$ cat src/rtl/debug_execution_control_pkg.sv
`default_nettype none
// ============================================================================
// Module   : debug_execution_control_pkg
// Brief    : Shared debug-unit definitions: sequencer state encodings,
//            execution-mode constants and state-bus width.
// Revision : 1.0 - initial release
// ============================================================================
package debug_execution_control_pkg;

  localparam int NB_STATE = 3;

  localparam logic MODE_CONTINUOUS = 1'b0;
  localparam logic MODE_STEP       = 1'b1;

  typedef enum logic [NB_STATE-1:0] {
    ST_IDLE      = 3'd0,
    ST_READY     = 3'd1,
    ST_RUN       = 3'd2,
    ST_STEP_WAIT = 3'd3,
    ST_STEP_EXEC = 3'd4,
    ST_DUMP      = 3'd5,
    ST_DONE      = 3'd6
  } dbg_state_t;

endpackage : debug_execution_control_pkg
`default_nettype wire

$ cat src/rtl/debug_execution_control.sv
`default_nettype none
// ============================================================================
// Module   : debug_execution_control
// Brief    : Debug-mode sequencer for the MIPS pipeline. Gates the global
//            pipeline enable (continuous run or single step), requests a
//            state dump after each step or after a halt, and counts the
//            cycles in which the pipeline was enabled.
// Revision : 1.0 - initial release
// ============================================================================
module debug_execution_control
  import debug_execution_control_pkg::*;
#(
  parameter int NB_COUNT = 32
) (
  input  logic                i_clock,
  input  logic                i_reset,
  input  logic                i_load_done,
  input  logic                i_mode_valid,
  input  logic                i_execution_mode,
  input  logic                i_execution_step,
  input  logic                i_halt,
  input  logic                i_dump_done,
  input  logic                i_restart,
  output logic                o_pipeline_enable,
  output logic                o_dump_start,
  output logic                o_halted,
  output logic [NB_COUNT-1:0] o_cycle_count,
  output logic [NB_STATE-1:0] o_state
);

  dbg_state_t          state_q;
  dbg_state_t          state_d;
  logic                pipeline_enable_q;
  logic                dump_start_q;
  logic                halted_q;
  logic                halt_seen_q;
  logic                mode_step_q;
  logic [NB_COUNT-1:0] count_q;

  // Halt observed for the current dump: sticky flag, or halt sampled in the
  // first dump cycle (which lets a same-cycle dump_done still reach DONE).
  logic w_halt_now;
  assign w_halt_now = halt_seen_q | (dump_start_q & i_halt);

  // Next-state decode.
  always_comb begin
    state_d = state_q;
    case (state_q)
      ST_IDLE:      if (i_load_done) state_d = ST_READY;
      ST_READY: begin
        if (i_mode_valid) begin
          state_d = (i_execution_mode == MODE_STEP) ? ST_STEP_WAIT : ST_RUN;
        end
      end
      ST_RUN:       if (i_halt) state_d = ST_DUMP;
      ST_STEP_WAIT: if (i_execution_step) state_d = ST_STEP_EXEC;
      ST_STEP_EXEC: state_d = ST_DUMP;
      ST_DUMP: begin
        if (i_dump_done) begin
          // A continuous-mode dump only ever follows a halt.
          state_d = (!mode_step_q || w_halt_now) ? ST_DONE : ST_STEP_WAIT;
        end
      end
      ST_DONE:      if (i_restart) state_d = ST_IDLE;
      default:      state_d = ST_IDLE;
    endcase
  end

  // State register plus outputs registered from the next state.
  always_ff @(posedge i_clock or negedge i_reset) begin
    if (!i_reset) begin
      state_q           <= ST_IDLE;
      pipeline_enable_q <= 1'b0;
      dump_start_q      <= 1'b0;
      halted_q          <= 1'b0;
      halt_seen_q       <= 1'b0;
      mode_step_q       <= 1'b0;
    end else begin
      state_q           <= state_d;
      pipeline_enable_q <= (state_d == ST_RUN) || (state_d == ST_STEP_EXEC);
      dump_start_q      <= (state_d == ST_DUMP) && (state_q != ST_DUMP);
      halted_q          <= (state_d == ST_DONE);
      if ((state_q == ST_READY) && i_mode_valid) begin
        mode_step_q <= (i_execution_mode == MODE_STEP);
      end
      if ((state_q == ST_DONE) && i_restart) begin
        halt_seen_q <= 1'b0;
      end else if ((state_q == ST_DUMP) && dump_start_q && i_halt) begin
        halt_seen_q <= 1'b1;
      end
    end
  end

  // Enabled-cycle counter: cleared on mode selection, wraps naturally.
  always_ff @(posedge i_clock or negedge i_reset) begin
    if (!i_reset) begin
      count_q <= '0;
    end else if ((state_q == ST_READY) && i_mode_valid) begin
      count_q <= '0;
    end else if (pipeline_enable_q) begin
      count_q <= count_q + NB_COUNT'(1);
    end
  end

  assign o_pipeline_enable = pipeline_enable_q;
  assign o_dump_start      = dump_start_q;
  assign o_halted          = halted_q;
  assign o_cycle_count     = count_q;
  assign o_state           = state_q;

endmodule : debug_execution_control
`default_nettype wire

$ cat config.mk
export PLATFORM = sky130hd
export DESIGN_NAME = debug_execution_control
export DESIGN_NICKNAME = d
export VERILOG_FILES = /design/src/rtl/debug_execution_control_pkg.sv /design/src/rtl/debug_execution_control.sv
export SDC_FILE = /design/constraint.sdc
export NUM_CORES = 1
export LEC_CHECK = 0
export BUFFER_PORTS_ARGS = -buffer_cell sky130_fd_sc_hd__buf_2
export CORE_MARGIN = 2
export CORE_UTILIZATION = 41
export DETAILED_ROUTE_END_ITERATION = 10
export GPL_TIMING_DRIVEN = 0
export PLACE_DENSITY = 0.74
export SLEW_MARGIN = 40
export SYNTH_ARGS = -nofsm -noshare
export SYNTH_HDL_FRONTEND = slang
export SYNTH_SLANG_ARGS = --single-unit
export TNS_END_PERCENT = 30
$ cat constraint.sdc
create_clock -name i_clock -period 1.95 [get_ports i_clock]
set_input_delay 0.195 -clock i_clock [delete_from_list [all_inputs] [get_ports i_clock]]
set_output_delay 0.195 -clock i_clock [all_outputs]
set_load 0.02 [all_outputs]
# After elaboration in Yosys (flattened, before gate mapping)
# Cells that the tools add are included.
# op_classes
n_addsub	1
eq_ne	11
n_mux	13
n_bitwise	2
reduce_logical	11
# op_table
cell	n
two-way mux 32 bit	2
adder 32 x 1 -> 32 bit, second input constant	1
two-way mux 3 bit	7
one-hot mux 3 bit (7 select lines)	1
equality test 3 bit, second input constant	6
equality test 3 x 2 -> 1 bit, second input constant	3
logical AND 1 bit	5
nonzero test 2 bit	2
equality test 3 x 1 -> 1 bit, second input constant	1
zero test 3 bit	1
two-way mux 1 bit	3
!= test 3 bit, second input constant	1
logical OR 1 bit	2
AND 1 bit	1
zero test 1 bit	1
bitwise OR 1 bit	1
# totals
reg_bits	40
inputBits	9
output_inout_bits	38
elab_cells	45

# Longest topological paths before layout
# Gate-level depths: netlist of run 1.
# depth
word_depth	8
mapped_depth	7
ltp_nobuf	6

# Worst setup path after synthesis of run 1
# Ideal clock, no wire load.
# synth_path
path_type	reg-to-reg
startpoint	reg count_q[0], in the netlist o_cycle_count[0]
endpoint	reg count_q[18], in the netlist o_cycle_count[18]
setup_ps	65
t_arrival_ps	1631
t_required_ps	1885
setup_slack_ps	254
stages_incl_launch_ff	7
path_buffers	0
synth_period_minus_slack_ps	1696
cell_sequence	dfrtp_1 -> ha_1 -> nand4_1 -> nor3_4 -> nand3_1 -> or3_1 -> nand2_1
# synth_via
elab_chain_len	3
# synth_rtl
element	line_no	text
from (decl)	debug_execution_control.sv:38	logic [NB_COUNT-1:0] count_q;
from (signal assigned)	debug_execution_control.sv:101	count_q <= count_q + NB_COUNT'(1);
adder 32 x 1 -> 32 bit	debug_execution_control.sv:101	
two-way mux 32 bit	debug_execution_control.sv:100	end else if (pipeline_enable_q) begin
two-way mux 32 bit	debug_execution_control.sv:98	end else if ((state_q == ST_READY) && i_mode_valid) begin
# Every way passes these cells. The select of a mux whose other input is x is not followed.
# A chain may end at the register's enable or synchronous reset.

# Worst setup path after layout of run 1
# layout_path
startpoint	reg state_q[1], in the netlist o_state[1]
endpoint	reg count_q[26], in the netlist o_cycle_count[26]
# layout_via
elab_chain_len	3
# layout_rtl
element	line_no	text
from (decl)	debug_execution_control.sv:31	dbg_state_t state_q;
from (signal assigned)	debug_execution_control.sv:79	state_q <= state_d;
equality test 3 x 1 -> 1 bit *	debug_execution_control.sv:98	
logical AND 1 bit *	debug_execution_control.sv:98	
two-way mux 32 bit / nonzero test 2 bit (equally long branches)	--	
# Every way passes the cells marked *; elsewhere a longest branch is shown, timed or not.

==> flow_summary_export.csv, run 1 <==
group,metric,value,unit
worst_setup_path,worstPathMaxFanout,10,
final_layout,nFillCells,473,
placement,portBuffers,46,
routing,firstDrtPassIters,4,
final_layout,layout.cells.non_filler,338,
final_layout,final_common_cell,"buf_2",
run_status,outcome,"finished, final reports clean",
routing,totalWireLength,4620,µm
routing,dr_wl_met2,2190,µm
yosys,yosys.area.top_type,"dfrtp_1",
yosys,synth_top_family_by_area,"simple AND/OR/NAND/NOR gates",
power,swShare,37.8,%
yosys,synth_cells,213,
power,switchingPower,0.957,mW
clocking,clockBufferDepth,2,
final_layout,layout_common_cells,"48 x buf_2, 40 x dfrtp_1, 30 x nor2_1",
placement,gp_congestion,0.796,
sta,fin_crit,1.78,ns
clocking,worstSkewPairLatency,0.29,ns
grt,grtUsageTotal,16.8,%
yosys,synth_fa_ha_area_share,0.593,%
sta,worst_pin_slew,0.518,ns
sta,fmax,0.560,GHz
grt,grt_remaining_overflow,0,
yosys,synth_top_area_share,47.4,%
yosys,seq_area_frac_synth,47.4,%
power,p_clk_share,22.5,%
grt,grt_pass1_wl,7330,µm
sta,maxSlewViolCount,0,
sta,fin_skew,0.00742,ns
routing,wl_met3,209,µm
power,fin_total_pwr,2.53,mW
yosys,syn_avg_cell_area,9.90,µm²
floorplan,io_pins,47,
worst_setup_path,crit_arrival,1.96,ns
placement,dp.cells,329,
clocking,cts_tree,"built",
routing,drc,0,
placement,dpl-instance-area,2430,µm²
clocking,numClockSinks,40,
sta,setup_tns,0,ns
clocking,path_clk_slew,0.08,ns
grt,grt_pass1_vias,1553,
worst_setup_path,cp.required,2.12,ns
yosys,syn_nets,223,
routing,route.vias.total,1738,
floorplan,floorplan.initialDensity,41.8,%
sta,hold_viol_final,0,
final_layout,drive_above_1_share,26.9,%
sta,setup_viol,0,
power,ir_worst_vdd,688,µV
yosys,synth_edf_count,0,
clocking,cts_buffers,5,
floorplan,rows,26,
clocking,cts_max_level,2,
routing,wl_met1,2160,µm
yosys,synthFlopType,"dfrtp_1",
worst_hold_path,hold_path.class,"input pin to flip-flop",
floorplan,chipHeight,75.7,µm
flow_run,max_cap_violations,0,
placement,pre_cts_slack,0.0523,ns
clocking,root_buffer,"clkbuf_8",
yosys,synth_cell_types,41,
power,p_leak,1.29,nW
sta,rsz0062_at_grt,"false",
floorplan,die_x,75.7,µm
yosys,synth_area_leaders,"dfrtp_1 47%, xor2_1 10%, nor2_1 5.3%",
final_layout,area_delta_synth_final,20.0,%
routing,drt-wirelength-per-cell,13.7,µm
floorplan,core-area,5040,µm²
floorplan,die-area,5740,µm²
worst_setup_path,critical_path.endpoint_type,"flip-flop",
power,p_comb_share,34.3,%
power,p_per_area,999,nW/µm²
yosys,synth_compound_area_share,5.69,%
yosys,yosysWarningCount,0,
grt,grt_antenna_before_repair,0,
grt,grt_start_max_net_pins,41,
routing,dr.first_iter.drc_count,63,
routing,top_layer,"met4",
power,p_seq_share,43.2,%
power,p_int,1.57,mW
yosys,synth_xor_area_share,12.9,%
routing,viasPerCell,5.14,
yosys,ys_async_sr_fraction,100,%
yosys,synth_seq_cells,40,
final_layout,diodes,0,
final_layout,fin_area,2530,µm²
sta,max_slew_margin,65.5,%
yosys,synth_simple_gate_area_share,28.4,%
yosys,synth_mux_area_share,1.96,%
worst_setup_path,start_kind,"flip-flop",
sta,fin_ws,0.165,ns
placement,dp_hpwl,3230,µm
final_layout,nets,277,
yosys,netlist_area,2110,µm²
sta,period_share,91.5,%
routing,ant_nets,0,
worst_setup_path,worst-setup-path-type,"flip-flop to flip-flop",
==> metrics by stage <==
stage / utilization, % / hold WS (ns)
after detailed placement: 48.2 / 0.215
after floorplan: - / -0.101
after global routing: 50.2 / 0.174
after CTS: 50.2 / 0.170
after global placement: 48.1 / 0.376
final: 50.2 / 0.175
==> synth_stat cells (3+ instances only) <==
| cell type | count |
|---|---|
| nand4_1 | 15 |
| and3_1 | 5 |
| dfrtp_1 | 40 |
| nor2_2 | 5 |
| mux2i_1 | 3 |
| nand2_1 | 14 |
| and2_1 | 4 |
| xor2_1 | 24 |
| o21ai_0 | 3 |
| nor3_1 | 3 |
| nor2_1 | 30 |
| buf_2 | 3 |
| xnor2_1 | 7 |
| nor2b_1 | 4 |
| nand3_1 | 10 |
| clkbuf_1 | 4 |
| and4_1 | 4 |
| inv_1 | 6 |
==> registers in the layout, indices dropped and copies added, names as in the netlist <==
signal,count
halt_seen_q,1
o_pipeline_enable,1
o_cycle_count,32
o_dump_start,1
mode_step_q,1
o_state,3
o_halted,1
==> power by group through the flow <==
stage                     sequential [mW]  combinational (mW)  clock, mW
after floorplan                      1.22               0.487          0
after global placement               1.10               0.851          0
after detailed placement             1.10               0.870          0
after CTS                            1.09               0.872      0.589
after global routing                 1.11               0.961      0.624
final                                1.09               0.869      0.570
==> cell families (layout without fill, tap and decap cells) <==
| kind of cell | Yosys count | in the layout |
|---|---|---|
| compound gates | 17 | 17 |
| xor+xnor | 31 | 31 |
| fa+ha+maj | 1 | 1 |
| buf+inv | 15 | 70 |
| flops | 40 | 40 |
| mux | 4 | 4 |
| simple gates | 105 | 105 |
==> timing repair <==
| action | in CTS | in global routing |
|---|---|---|
| endpoints found under the hold margin | 40 | 0 |
| setup buffers | 0 | 0 |
| gates resized for setup | 0 | 4 |
| endpoints found under the setup margin | 0 | 20 |
| hold buffers | 1 | 0 |
==> worst max-delay path, stage by stage (launching register included) <==
cell      delay, ns
dfrtp_1        0.39
clkbuf_1       0.20
nand2b_1       0.23
nor3_2         0.39
buf_2          0.36
nor2_1         0.08
==> metal layers <==
metal | track usage, % | up-vias
met1 | 24.0 | 837
met2 | 25.0 | 46
met4 | 5.65 | 0
met5 | 0 | -
li1 | - | 850
met3 | 4.23 | 5
==> final cells by class <==
cell class,instances,area [µm²],share of cell area (%)
multi-input combinational,158,1040,41.2
sequential,40,1000,39.5
timing repair buffer,47,243,9.58
clock buffer,8,90.1,3.56
tap,70,87.6,3.46
buffer,9,45.0,1.78
inverter,6,22.5,0.889
==> path summary, 6_finish.rpt <==
check / from / end / slack [ns] / cells after the start
max: o_state[1]$_DFF_PN0_ / o_cycle_count[26]$_DFFE_PN0P_ / 0.17 / 5
min: i_execution_mode / mode_step_q$_DFFE_PN0P_ / 0.17 / 2
max reg2reg: o_state[1]$_DFF_PN0_ / o_cycle_count[26]$_DFFE_PN0P_ / 0.17 / 5
min reg2reg: mode_step_q$_DFFE_PN0P_ / mode_step_q$_DFFE_PN0P_ / 0.53 / 1
max in group asynchronous: i_reset / o_cycle_count[21]$_DFFE_PN0P_ / 1.17 / 2
min in group asynchronous: i_reset / o_cycle_count[0]$_DFFE_PN0P_ / 0.41 / 2
No activity file was read; power rests on OpenSTA's default activity.
==> inputs of run 2 (changes only) <==
--- a/config.mk
+++ b/config.mk
@@ -5,12 +5,14 @@
 export SDC_FILE = /design/constraint.sdc
 export NUM_CORES = 1
 export LEC_CHECK = 0
+export ABC_AREA = 1
+export ABC_CLOCK_PERIOD_IN_PS = 1950
 export BUFFER_PORTS_ARGS = -buffer_cell sky130_fd_sc_hd__buf_2
-export CORE_MARGIN = 2
+export CORE_MARGIN = 10
 export CORE_UTILIZATION = 41
 export DETAILED_ROUTE_END_ITERATION = 10
 export GPL_TIMING_DRIVEN = 0
-export PLACE_DENSITY = 0.74
+export PLACE_DENSITY = 0.73
 export SLEW_MARGIN = 40
 export SYNTH_ARGS = -nofsm -noshare
 export SYNTH_HDL_FRONTEND = slang
==> run 2 against run 1 <==
Die area grew 68%. Core utilization down 0.77 points. Clock power rose by 2%. Design area rose by 16%. Global-route usage down 3.6 points. Critical path type unchanged. Critical endpoint is now o_cycle_count[16]$_DFFE_PN0P_. Largest cell class unchanged.
==> flow_summary_export.csv, run 2 <==
group,metric,value,unit
run_status,outcome,"finished, final reports clean",
sta,hold_viol_final,0,
placement,portBuffers,46,
worst_setup_path,critical-path-max-stage-delay,0.41,ns
final_layout,layout_common_cells,"78 x nand2_1, 55 x nor2_1, 53 x inv_1",
worst_setup_path,cp.required,2.14,ns
final_layout,final_common_cell,"nand2_1",
worst_setup_path,crit_arrival,1.81,ns
sta,rsz0062_at_grt,"false",
worst_setup_path,cpMaxStageDelayCell,"dfrtp_1",
routing,route.vias.total,2361,
clocking,clockBufferDepth,2,
yosys,synth_top_area_share,40.0,%
worst_setup_path,start_kind,"flip-flop",
grt,grt_remaining_overflow,0,
floorplan,chipHeight,98.1,µm
sta,setup_viol,0,
final_layout,fin_area,2930,µm²
yosys,synthFlopType,"dfrtp_1",
sta,fin_skew,0.00530,ns
routing,ant_nets,0,
yosys,ys_async_sr_fraction,100,%
yosys,yosys.area.top_type,"dfrtp_1",
yosys,yosysMostFrequentCell,"nand2_1",
final_layout,post-route-util,49.5,%
clocking,cts_tree,"built",
sta,worst_pin_slew,0.507,ns
grt,grt_antenna_before_repair,0,
grt,grt_pass1_wl,11000,µm
yosys,synth_area_leaders,"dfrtp_1 40%, nand2_1 12%, nor2_1 8.3%",
placement,gp_congestion,0.868,
final_layout,area_delta_synth_final,17.1,%
yosys,synth_cell_types,34,
floorplan,die-area,9620,µm²
routing,totalWireLength,6280,µm
clocking,root_buffer,"clkbuf_8",
sta,fmax,0.619,GHz
yosys,seq_area_frac_synth,40.0,%
floorplan,io_pins,47,
yosys,syn_nets,355,
final_layout,diodes,0,
yosys,synth_common_cells,"78 x nand2_1, 55 x nor2_1, 53 x inv_1",
routing,drt-wirelength-per-cell,13.2,µm
floorplan,rows,28,
grt,grtUsageTotal,13.3,%
sta,setup_tns,0,ns
yosys,synth_cells,345,
routing,dr.first_iter.drc_count,128,
worst_setup_path,crit_chain,"ha_1 -> nand2_1 -> nor2_4 -> nand2_4 -> nor2_4 -> nand2_2 -> o21ai_2 -> nand2_1 -> nand2_1 -> inv_1",
flow_run,max_cap_violations,0,
clocking,worstSkewPairLatency,0.29,ns
sta,fin_crit,1.62,ns
routing,viasPerCell,4.97,
grt,grt_pass1_vias,2343,
clocking,cts_buffers,5,
routing,drc,0,
final_layout,nets,409,
yosys,synth_edf_count,0,
worst_setup_path,r2r.worst_path.cells,10,
floorplan,floorplan.initialDensity,42.2,%
yosys,synth_seq_cells,40,
placement,dp_hpwl,4820,µm
power,p_per_area,863,nW/µm²
routing,firstDrtPassIters,4,
final_layout,seq_area,1000,µm²
final_layout,nFillCells,603,
power,ir_worst_vdd,581,µV
power,p_leak,1.58,nW
sta,maxSlewViolCount,0,
clocking,cts_max_level,2,
sta,max_slew_margin,66.2,%
grt,grt_start_max_net_pins,41,
final_layout,drive_above_1_share,22.3,%
yosys,yosysWarningCount,0,
floorplan,die_x,98.1,µm
placement,dpl-instance-area,2830,µm²
worst_setup_path,worstPathMaxFanout,5,
worst_setup_path,critical_path.endpoint_type,"flip-flop",
final_layout,largest_reg_flops,32,
worst_hold_path,hold_depth,2,
final_layout,multi_input_area,1270,µm²
yosys,netlist_area,2500,µm²
yosys,syn_avg_cell_area,7.25,µm²
placement,pre_cts_slack,0.354,ns
floorplan,core-area,5920,µm²
clocking,numClockSinks,40,
sta,period_share,82.9,%
sta,fin_ws,0.333,ns
clocking,path_clk_slew,0.08,ns
worst_setup_path,worst-setup-path-type,"flip-flop to flip-flop",
worst_setup_path,crit_top_cell,"nand2_1",
worst_hold_path,hold_path.class,"input pin to flip-flop",
run 2: changes by cell type in the layout (fill, tap and decap cells not counted), moves of 6 or more:
cell     change
nand2_2      +6
nand2_1     +64
xor2_1      -24
o21ai_0      +7
xnor2_1      -6
a21oi_1     +13
nor2_1      +25
nand3_1     +10
inv_1       +47
run 2: critical path, delay by kind of cell (launching register included):
family	cells	cell delay, ns
buf+inv	1	0.03
simple gates	7	0.73
compound gates	1	0.14
fa+ha+maj	1	0.18
flops	1	0.41
run 2: routing by layer:
| metal | wire length (µm) | part of all wire, % | track usage [%] | vias up |
|---|---|---|---|---|
| met5 | 0 | 0 | 0 | - |
| met4 | 52 | 0.83 | 2.68 | 0 |
| li1 | - | - | - | 1205 |
| met1 | 2880 | 46 | 16.2 | 1097 |
| met2 | 2990 | 48 | 22.6 | 54 |
| met3 | 357 | 5.7 | 3.74 | 5 |
run 2: power by group:
part           switching (mW)  internal (mW)  leakage [nW]  total (mW)
clock network           0.293          0.289        0.0455       0.582
registers               0.103          0.938         0.547        1.04
logic                   0.619          0.283         0.988       0.902
total                    1.01           1.51          1.58        2.53
run 2: path summary, 6_finish.rpt:
kind                                               from                             to  slack [ns]
setup / recovery           o_cycle_count[0]$_DFFE_PN0P_  o_cycle_count[16]$_DFFE_PN0P_        0.33
hold / removal                                i_restart        halt_seen_q$_DFFE_PN0P_         0.1
setup reg to reg           o_cycle_count[0]$_DFFE_PN0P_  o_cycle_count[16]$_DFFE_PN0P_        0.33
hold reg to reg                 mode_step_q$_DFFE_PN0P_        mode_step_q$_DFFE_PN0P_        0.49
max in group asynchronous                       i_reset  o_cycle_count[17]$_DFFE_PN0P_        1.19
min in group asynchronous                       i_reset   o_cycle_count[0]$_DFFE_PN0P_        0.42
run 2: kinds of logic (layout without fill, tap and decap cells):
group                      after synthesis  count (layout)  synth area share, %
buffers and inverters                   59             114                 9.15
xor gates and xnor gates                 1               1                0.350
adders and majority gates                1               1                0.500
DFF                                     40              40                 40.0
AOI/OAI and AO/OA                       35              35                 8.05
and+or+nand+nor                        209             209                 41.9
run 2: layout make-up:
cell class / count / area share, %
multi-input cells: 246 / 43.4
flip-flops and latches: 40 / 34.2
repair buffers: 47 / 8.29
inverters: 55 / 7.05
well taps: 75 / 3.21
clock buffers: 8 / 3.08
plain buffers: 4 / 0.769
run 2: repair_timing:
action	4_1_cts	5_1_grt
resized for setup	0	0
hold buffers	1	0
setup buffers	0	0
endpoints found under the hold margin	40	0
run 2: metrics by stage:
| stage | hold slack (ns) | std cells | total power, mW |
|---|---|---|---|
| 6_report | 0.0965 | 475 | 2.53 |
| 5_1_grt | 0.140 | 475 | 2.71 |
| 4_1_cts | 0.0925 | 475 | 2.55 |
| 3_5_place_dp | 0.213 | 466 | 1.97 |
| 3_3_place_gp | 0.377 | 466 | 1.95 |
| 2_1_floorplan | -0.101 | 345 | 1.69 |
==> inputs of run 3 (changes only) <==
--- a/config.mk
+++ b/config.mk
@@ -6,13 +6,13 @@
 export NUM_CORES = 1
 export LEC_CHECK = 0
 export ABC_AREA = 1
-export ABC_CLOCK_PERIOD_IN_PS = 1950
+export ABC_CLOCK_PERIOD_IN_PS = 1300
 export BUFFER_PORTS_ARGS = -buffer_cell sky130_fd_sc_hd__buf_2
 export CORE_MARGIN = 10
 export CORE_UTILIZATION = 41
 export DETAILED_ROUTE_END_ITERATION = 10
 export GPL_TIMING_DRIVEN = 0
-export PLACE_DENSITY = 0.73
+export PLACE_DENSITY = 0.75
 export SLEW_MARGIN = 40
 export SYNTH_ARGS = -nofsm -noshare
 export SYNTH_HDL_FRONTEND = slang
==> constraint.sdc (replaced) <==
create_clock -name i_clock -period 1.3 [get_ports i_clock]
set_input_delay 0.13 -clock i_clock [delete_from_list [all_inputs] [get_ports i_clock]]
set_output_delay 0.13 -clock i_clock [all_outputs]
set_load 0.02 [all_outputs]
==> run 3 against run 2 <==
Routed wire length rose by 17%. Clock-buffer cell count unchanged. Critical endpoint is now o_cycle_count[28]$_DFFE_PN0P_. The flow now finishes with violations (setup timing). Largest power group is now combinational logic. Design area is 16% higher. Sequential power up 55%.
==> flow_summary_export.csv, run 3 (same netlist as run 2, synthesis figures left out) <==
group,metric,value,unit
worst_hold_path,hp-start,"i_restart",
clocking,root_buffer,"clkbuf_8",
sta,maxSlewViolCount,0,
floorplan,chipHeight,98.1,µm
floorplan,core-area,5920,µm²
routing,drc,0,
worst_hold_path,hold_depth,2,
routing,dr.first_iter.drc_count,184,
final_layout,nets,444,
worst_setup_path,worst-setup-path-type,"flip-flop to flip-flop",
grt,grt_remaining_overflow,0,
worst_setup_path,r2r-end,"o_cycle_count[28]$_DFFE_PN0P_",
power,p_per_area,1260,nW/µm²
sta,fmax,0.687,GHz
clocking,cts_tree,"built",
clocking,worstSkewPairLatency,0.30,ns
sta,fin_skew,0.00496,ns
final_layout,diodes,0,
sta,fin_crit,1.45,ns
clocking,path_clk_slew,0.08,ns
worst_setup_path,critical_path.endpoint_type,"flip-flop",
run_status,outcome,"finished with violations",
sta,fin_ws,-0.155,ns
grt,grt_antenna_before_repair,0,
sta,setup_tns,-2.01,ns
sta,worst_pin_slew,0.512,ns
final_layout,largest_reg_flops,32,
routing,route.vias.total,2624,
clocking,cts_buffers,5,
routing,drt-wirelength-per-cell,14.5,µm
worst_setup_path,reg2reg_slack,-0.15,ns
placement,portBuffers,46,
power,p_leak,1.78,nW
worst_setup_path,cpMaxStageDelayCell,"dfrtp_1",
grt,grt_pass1_wl,11800,µm
sta,rsz0062_at_grt,"true",
worst_setup_path,crit_top_cell,"nand2_1",
floorplan,io_pins,47,
final_layout,drive_above_1_share,40.0,%
sta,setup_viol,26,
grt,grtUsageTotal,14.4,%
worst_setup_path,r2r.worst_path.cells,9,
worst_setup_path,cp_top_family,"simple AND/OR/NAND/NOR gates",
routing,ant_nets,0,
worst_setup_path,crit_buf_inv,2,
sta,hold_viol_final,0,
floorplan,die_x,98.1,µm
worst_setup_path,crit_cells,9,
worst_setup_path,critical-path-max-stage-delay,0.38,ns
final_layout,layout_common_cells,"72 x nand2_1, 49 x inv_1, 46 x buf_2",
final_layout,area_delta_synth_final,35.5,%
placement,dp_hpwl,4830,µm
sta,timing.hold.ws,0.0369,ns
clocking,numClockSinks,40,
floorplan,floorplan.initialDensity,42.2,%
worst_setup_path,start_kind,"flip-flop",
worst_setup_path,crit_arrival,1.66,ns
run_status,violations,"setup timing",
power,ir_worst_vdd,982,µV
final_layout,seq_area,1020,µm²
flow_run,max_cap_violations,0,
worst_setup_path,cp.required,1.50,ns
sta,period_share,112,%
routing,totalWireLength,7370,µm
clocking,clockBufferDepth,2,
routing,viasPerCell,5.15,
floorplan,die-area,9620,µm²
worst_setup_path,reg2reg_from,"o_cycle_count[9]$_DFFE_PN0P_",
placement,pre_cts_slack,-0.223,ns
clocking,cts_max_level,2,
power,fin_total_pwr,4.26,mW
worst_setup_path,crit_chain,"buf_4 -> nand4_1 -> buf_6 -> nor2_4 -> nand2_2 -> nor2_2 -> nand2_1 -> nand2_1 -> nor2_1",
final_layout,nFillCells,540,
worst_hold_path,hold_path_end,"halt_seen_q$_DFFE_PN0P_",
final_layout,final_common_cell,"nand2_1",
sta,max_slew_margin,65.9,%
floorplan,rows,28,
worst_setup_path,worstPathMaxFanout,6,
grt,grt_pass1_vias,2463,
grt,grt_start_max_net_pins,41,
final_layout,multi_input_area,1420,µm²
placement,gp_congestion,0.834,
routing,firstDrtPassIters,5,
worst_hold_path,hold_path.class,"input pin to flip-flop",
-- run 3: area by class of cell --
class	instances	share of cell area, %
well taps	75	2.77
plain buffers	4	1.03
clock buffers	8	2.66
multi-input cells	246	41.9
inverters	55	6.24
repair buffers	82	15.3
flip-flops and latches	40	30.1
-- run 3: per-stage QoR --
| stage | area (µm²) | std cells | utilization [%] |
|---|---|---|---|
| final | 3390 | 510 | 57.2 |
| after global routing | 3390 | 510 | 57.2 |
| after CTS | 3190 | 495 | 53.8 |
| after detailed placement | 2870 | 466 | 48.5 |
| after global placement | 2870 | 466 | 48.4 |
| after floorplan | 2540 | 345 | - |
-- run 3: metal layers --
| layer | global-route usage (%) | vias to the layer above | wire [µm] |
|---|---|---|---|
| met5 | 0 | - | 0 |
| met4 | 5.93 | 0 | 200 |
| met3 | 4.65 | 20 | 551 |
| met2 | 22.6 | 107 | 3560 |
| met1 | 17.6 | 1216 | 3060 |
| li1 | - | 1281 | - |
-- run 3: power breakdown --
part | switching (mW) | internal (mW) | leakage [nW] | total, mW
sequential | 0.185 | 1.42 | 0.522 | 1.61
clock | 0.447 | 0.433 | 0.0455 | 0.880
combinational | 1.09 | 0.683 | 1.21 | 1.77
-- run 3: repair_timing --
action | in CTS | in global routing
pin swaps | 14 | 10
resized for setup | 22 | 30
setup buffers | 20 | 15
setup endpoints to repair | 31 | 31
hold buffers | 1 | 0
hold endpoints to repair | 40 | 0
-- run 3: how the worst max path moves through the flow --
stage,from,end,slack [ns]
after floorplan,o_cycle_count[0]$_DFFE_PN0P_,o_cycle_count[16]$_DFFE_PN0P_,-0.17
after global placement,o_cycle_count[0]$_DFFE_PN0P_,o_cycle_count[16]$_DFFE_PN0P_,-0.20
after detailed placement,o_cycle_count[0]$_DFFE_PN0P_,o_cycle_count[16]$_DFFE_PN0P_,-0.22
after CTS,o_cycle_count[0]$_DFFE_PN0P_,o_cycle_count[16]$_DFFE_PN0P_,-0.14
after global routing,o_cycle_count[2]$_DFFE_PN0P_,o_cycle_count[7]$_DFFE_PN0P_,-0.32
final,o_cycle_count[9]$_DFFE_PN0P_,o_cycle_count[28]$_DFFE_PN0P_,-0.15
